**src/rtl/ysyx_22050612_mem_arbiter.sv**
```systemverilog
// rtl/ysyx_22050612_mem_arbiter.sv - IFU/LSU arbiter for the shared 64-bit data-memory port
// One transaction in flight; the LSU wins contention until its streak limit lets a fetch through.
module ysyx_22050612_mem_arbiter #(
  parameter int unsigned MAX_LSU_STREAK = 4
) (
  input  logic        clk,
  input  logic        rst,
  input  logic        ifu_req_valid,
  output logic        ifu_req_ready,
  input  logic [63:0] ifu_addr,
  output logic        ifu_resp_valid,
  output logic [63:0] ifu_rdata,
  input  logic        lsu_req_valid,
  output logic        lsu_req_ready,
  input  logic [63:0] lsu_addr,
  input  logic        lsu_wen,
  input  logic [63:0] lsu_wdata,
  input  logic [7:0]  lsu_wmask,
  output logic        lsu_resp_valid,
  output logic [63:0] lsu_rdata,
  output logic        mem_req_valid,
  input  logic        mem_req_ready,
  output logic [63:0] mem_addr,
  output logic        mem_wen,
  output logic [63:0] mem_wdata,
  output logic [7:0]  mem_wmask,
  input  logic        mem_resp_valid,
  input  logic [63:0] mem_rdata
);
  typedef enum logic [1:0] {S_IDLE, S_REQ, S_RESP} state_e;

  localparam logic [3:0] STREAK_MAX = 4'(MAX_LSU_STREAK);

  state_e      state_q;
  logic        owner_q;
  logic [3:0]  streak_q, streak_d;
  logic        mem_req_valid_q, mem_wen_q;
  logic [63:0] mem_addr_q, mem_wdata_q;
  logic [7:0]  mem_wmask_q;
  logic        ifu_resp_valid_q, lsu_resp_valid_q;
  logic [63:0] ifu_rdata_q, lsu_rdata_q;
  logic        idle, ifu_turn, grant_ifu, grant_lsu;

  // The IFU wins when it is alone or when the LSU has used up its streak.
  assign idle      = (state_q == S_IDLE) && !rst;
  assign ifu_turn  = !lsu_req_valid || (streak_q == STREAK_MAX);
  assign grant_ifu = idle && ifu_req_valid && ifu_turn;
  assign grant_lsu = idle && lsu_req_valid && !(ifu_req_valid && ifu_turn);

  always_comb begin
    streak_d = streak_q;
    if (grant_ifu) begin
      streak_d = '0;
    end else if (grant_lsu) begin
      if (!ifu_req_valid) begin
        streak_d = '0;
      end else if (streak_q != 4'hf) begin
        streak_d = streak_q + 4'd1;
      end
    end
  end

  always_ff @(posedge clk) begin
    if (rst) begin
      state_q          <= S_IDLE;
      owner_q          <= 1'b0;
      streak_q         <= '0;
      mem_req_valid_q  <= 1'b0;
      mem_wen_q        <= 1'b0;
      mem_addr_q       <= '0;
      mem_wdata_q      <= '0;
      mem_wmask_q      <= '0;
      ifu_resp_valid_q <= 1'b0;
      lsu_resp_valid_q <= 1'b0;
      ifu_rdata_q      <= '0;
      lsu_rdata_q      <= '0;
    end else begin
      ifu_resp_valid_q <= 1'b0;
      lsu_resp_valid_q <= 1'b0;
      case (state_q)
        S_IDLE: begin
          if (grant_ifu || grant_lsu) begin
            state_q         <= S_REQ;
            owner_q         <= grant_lsu;
            streak_q        <= streak_d;
            mem_req_valid_q <= 1'b1;
            mem_addr_q      <= grant_lsu ? lsu_addr : ifu_addr;
            mem_wen_q       <= grant_lsu && lsu_wen;
            mem_wdata_q     <= grant_lsu ? lsu_wdata : '0;
            mem_wmask_q     <= (grant_lsu && lsu_wen) ? lsu_wmask : 8'h00;
          end
        end
        S_REQ: begin
          if (mem_req_ready) begin
            state_q         <= S_RESP;
            mem_req_valid_q <= 1'b0;
          end
        end
        S_RESP: begin
          if (mem_resp_valid) begin
            state_q <= S_IDLE;
            if (owner_q) begin
              lsu_resp_valid_q <= 1'b1;
              lsu_rdata_q      <= mem_wen_q ? 64'd0 : mem_rdata;
            end else begin
              ifu_resp_valid_q <= 1'b1;
              ifu_rdata_q      <= mem_rdata;
            end
          end
        end
        default: state_q <= S_IDLE;
      endcase
    end
  end

  assign ifu_req_ready  = grant_ifu;
  assign lsu_req_ready  = grant_lsu;
  assign ifu_resp_valid = ifu_resp_valid_q;
  assign ifu_rdata      = ifu_rdata_q;
  assign lsu_resp_valid = lsu_resp_valid_q;
  assign lsu_rdata      = lsu_rdata_q;
  assign mem_req_valid  = mem_req_valid_q;
  assign mem_addr       = mem_addr_q;
  assign mem_wen        = mem_wen_q;
  assign mem_wdata      = mem_wdata_q;
  assign mem_wmask      = mem_wmask_q;

endmodule

```
**config.mk**
```make
export PLATFORM = sky130hd
export DESIGN_NAME = ysyx_22050612_mem_arbiter
export DESIGN_NICKNAME = d
export VERILOG_FILES = /design/src/rtl/ysyx_22050612_mem_arbiter.sv
export SDC_FILE = /design/constraint.sdc
export NUM_CORES = 1
export LEC_CHECK = 0
export BUFFER_PORTS_ARGS = -buffer_cell sky130_fd_sc_hd__buf_2
export CORE_AREA = 2 2 211 213
export DETAILED_ROUTE_END_ITERATION = 8
export DIE_AREA = 0 0 213 215
export GPL_ROUTABILITY_DRIVEN = 0
export PLACE_DENSITY_LB_ADDON = 0.08
export SYNTH_ARGS = -nofsm -noshare
export SYNTH_HDL_FRONTEND = slang
export SYNTH_SLANG_ARGS = --single-unit
```
**constraint.sdc**
```tcl
create_clock -name clk -period 1.4 [get_ports clk]
set_input_delay 0.07 -clock clk [delete_from_list [all_inputs] [get_ports clk]]
set_output_delay 0.07 -clock clk [all_outputs]
set_load 0.05 [all_outputs]
```
==> metrics.txt <==
worst slew slack as a fraction of its limit=0.5969; async set-or-reset flop fraction in the synthesized netlist=0; antenna violations before repair=1; CTS tree=built; most common cell after layout, fill and taps aside=buf_2; sequential group share of total power=0.386; part of the total power dissipated in combinational logic=0.198; r2r setup slk=-440 ps; area growth from synthesis to layout=83.52%; CTS HTree Levels=2; WHS=57.08 ps; Net Sw Power=6.325 mW; Synth Warn #=0; wire length per cell after detailed routing=17.17 µm; worst-path fanout max=3; final setup skew=11.16 ps; combined global-route utilization of all metal layers=0.1919; outcome=finished with violations; number of global-route vias before repair=12340; count of buffers inserted at the top-level ports=540; worst IR drop on VDD=0.8250 mV; DRC=0; relative contribution of the clock network to total power=0.416; Register Area=5514 µm²; post-synth design cell area=10390 µm²; synthesized area per cell=8.466 µm²; Crit path required time=1330 ps; post-route fraction of the period consumed by the critical path=1.342; total setup violations reported at the end of the flow=206; remaining antenna violation count=0; number of placed I/O pins=541; number of vias in the routed layout=11860; internal power of the cells=15.21 mW; critical path endpoint category=output port; largest net degree at the start of global routing=108; portion of the post-synthesis area used by sequential elements=0.5300; Reg2Reg Capture Point=mem_addr[27]; kind of path behind the tightest hold check=primary input to flop; die width=213 µm; count of filler cells inserted in the layout=4456; Final Max Tran Viols=0; highest clock frequency the design can meet=532.1 MHz; vertical extent of the die=215 µm; number of DRC violations after detailed-routing iteration 0=503; highest-count cells in the layout ignoring fill and taps=536 x buf_2, 276 x nor2_1, 270 x dfxtp_1; clock root buffer=clkbuf_16; register bit total from synthesis=275; Final Hold Fails=0; fin crit period=1879 ps; start-to-end type of the worst setup path=flop to output port; Synthesized Nets=1500; clock buffers created by TritonCTS=35; violated checks=negative setup slack; placed wire-length estimate after detailed placement=30000 µm; Max clock buf depth=3; Clock Sinks=275; most instantiated flip-flop cell in the synthesis netlist=dfxtp_1; total number of nets in the final design=2311; Leakage Power=8.331 nW; final worst slack=-479.2 ps; insertion delay to the later sink of the worst-skew pair=530 ps; worst min-delay path endpoint=state_q[1]; actual transition at the worst max-transition pin=604.7 ps; total detailed-routing wirelength=45600 µm; row count=77; Reg2Reg Launch Point=streak_q[1]; hold path cells=3; source of the worst hold timing path=rst; vias per cell=4.465; Worst Setup Start Kind=flop; length of the first detailed-routing pass in iterations=6; number of enable-type register cells in the synthesized netlist=0; number of cells on the worst reg-to-reg path=9; clock-pin slew of the registers on the worst-case setup and hold paths=60 ps; library cells used by synthesis=38; gate count of the mapped netlist=1227; multi-input logic area=5130 µm²; Total Die Area=45800 µm²; layout cells sized above 1=0.4088; initial standard-cell utilization of the core=0.2380; final global-route overflow total=0; switching share of power=0.2938; power per standard cell area=1129 nW/µm²; first-pass GRT wire length=69550 µm; arrival time at the worst endpoint=1810 ps; setup TNS=-49770 ps; standard cell core area=43640 µm²; number of max-cap violations=0; RSZ-0062 raised after global routing=yes
Yosys cell counts, types with 3 or more instances:
| master | count | area share |
|---|---|---|
| buf_4 | 4 | 0.0029 |
| nor2_1 | 276 | 0.10 |
| nor3_1 | 65 | 0.031 |
| a21oi_1 | 134 | 0.065 |
| buf_6 | 3 | 0.0033 |
| nor4_1 | 34 | 0.020 |
| clkbuf_1 | 75 | 0.027 |
| a32oi_1 | 8 | 0.0067 |
| nand2_1 | 131 | 0.047 |
| nor3b_1 | 65 | 0.047 |
| a22oi_1 | 65 | 0.047 |
| inv_1 | 4 | 0.0014 |
| nor4_2 | 30 | 0.036 |
| buf_2 | 31 | 0.015 |
| dfxtp_1 | 275 | 0.53 |
power groups by stage:
stage               Clock [mW]  Combinational (mW)  Sequential (mW)
finish                    8.95                4.26             8.32
global placement             0                3.44             8.47
global route              9.61                4.53             8.35
detailed placement           0                3.44             8.48
CTS                       9.29                4.15             8.31
floorplan                    0                1.21             9.50
metal layers:
metal	global-route usage	vias to the layer above	part of all wire
li1	-	5823	-
met1	0.2289	5575	0.41
met2	0.3288	365	0.49
met3	0.04676	92	0.062
met4	0.07622	0	0.032
met5	0	-	0
timing repair:
item / in CTS / in global routing
setup endpoints to repair: 273 / 272
endpoints found under the hold margin: 269 / 0
buffers inserted: 6 / 4
pin swaps: 3 / 18
cloned: 1 / 3
gates resized for setup: 25 / 59
hold buffers: 269 / 0
registers in the layout, indices dropped and copies added, names as in the netlist:
name            flops
mem_addr           64
lsu_resp_valid      1
owner_q             1
streak_q            4
mem_wen             1
mem_req_valid       1
mem_wdata          64
lsu_rdata          64
ifu_rdata          64
mem_wmask           8
ifu_resp_valid      1
state_q             2
metrics by stage:
step | std cells | area, µm² | power, mW | setup slack [ps] | utilization
global route | 2655 | 19060 | 22.49 | -576.3 | 0.4368
CTS | 2647 | 18670 | 21.75 | -499.1 | 0.4277
global placement | 2310 | 14670 | 11.90 | -316.2 | 0.3361
detailed placement | 2310 | 14670 | 11.92 | -403.7 | 0.3361
floorplan | 1227 | 11050 | 10.71 | -170.3 | -
finish | 2655 | 19060 | 21.53 | -479.2 | 0.4368
worst max-delay path, cell delays in order, from the launching register on:
cell and delay (ps):
dfxtp_2 320, inv_2 60, ha_4 120, nand3b_1 140, o211ai_4 270, inv_6 80
buf_12 140, buf_12 140
cell type report:
class,count,share of cell area
Antenna cell,1,0.0001313
Sequential cell,275,0.2892
Multi-Input combinational cell,833,0.2691
Tap cell,592,0.03886
Clock buffer,49,0.05244
Clock inverter,12,0.006826
Timing Repair Buffer,888,0.3422
Inverter,5,0.001247
how the worst max path moves through the flow:
stage               cells past startpoint         from             to
detailed placement                      7  streak_q[0]   mem_addr[36]
CTS                                     7  streak_q[0]  lsu_req_ready
global route                            7  streak_q[0]  lsu_req_ready
finish                                  7  streak_q[1]  lsu_req_ready
global placement                        8  streak_q[1]   mem_addr[20]
floorplan                               9  streak_q[1]   mem_addr[55]
cells by family after synthesis:
logic type | count (synthesis) | synth area share
compound gates | 217 | 0.1254
fa+ha+maj | 2 | 0.002409
buf+inv | 119 | 0.05035
flops | 275 | 0.5300
mux | 1 | 0.001084
simple gates | 613 | 0.2908
(Power assumes the default switching activity.)
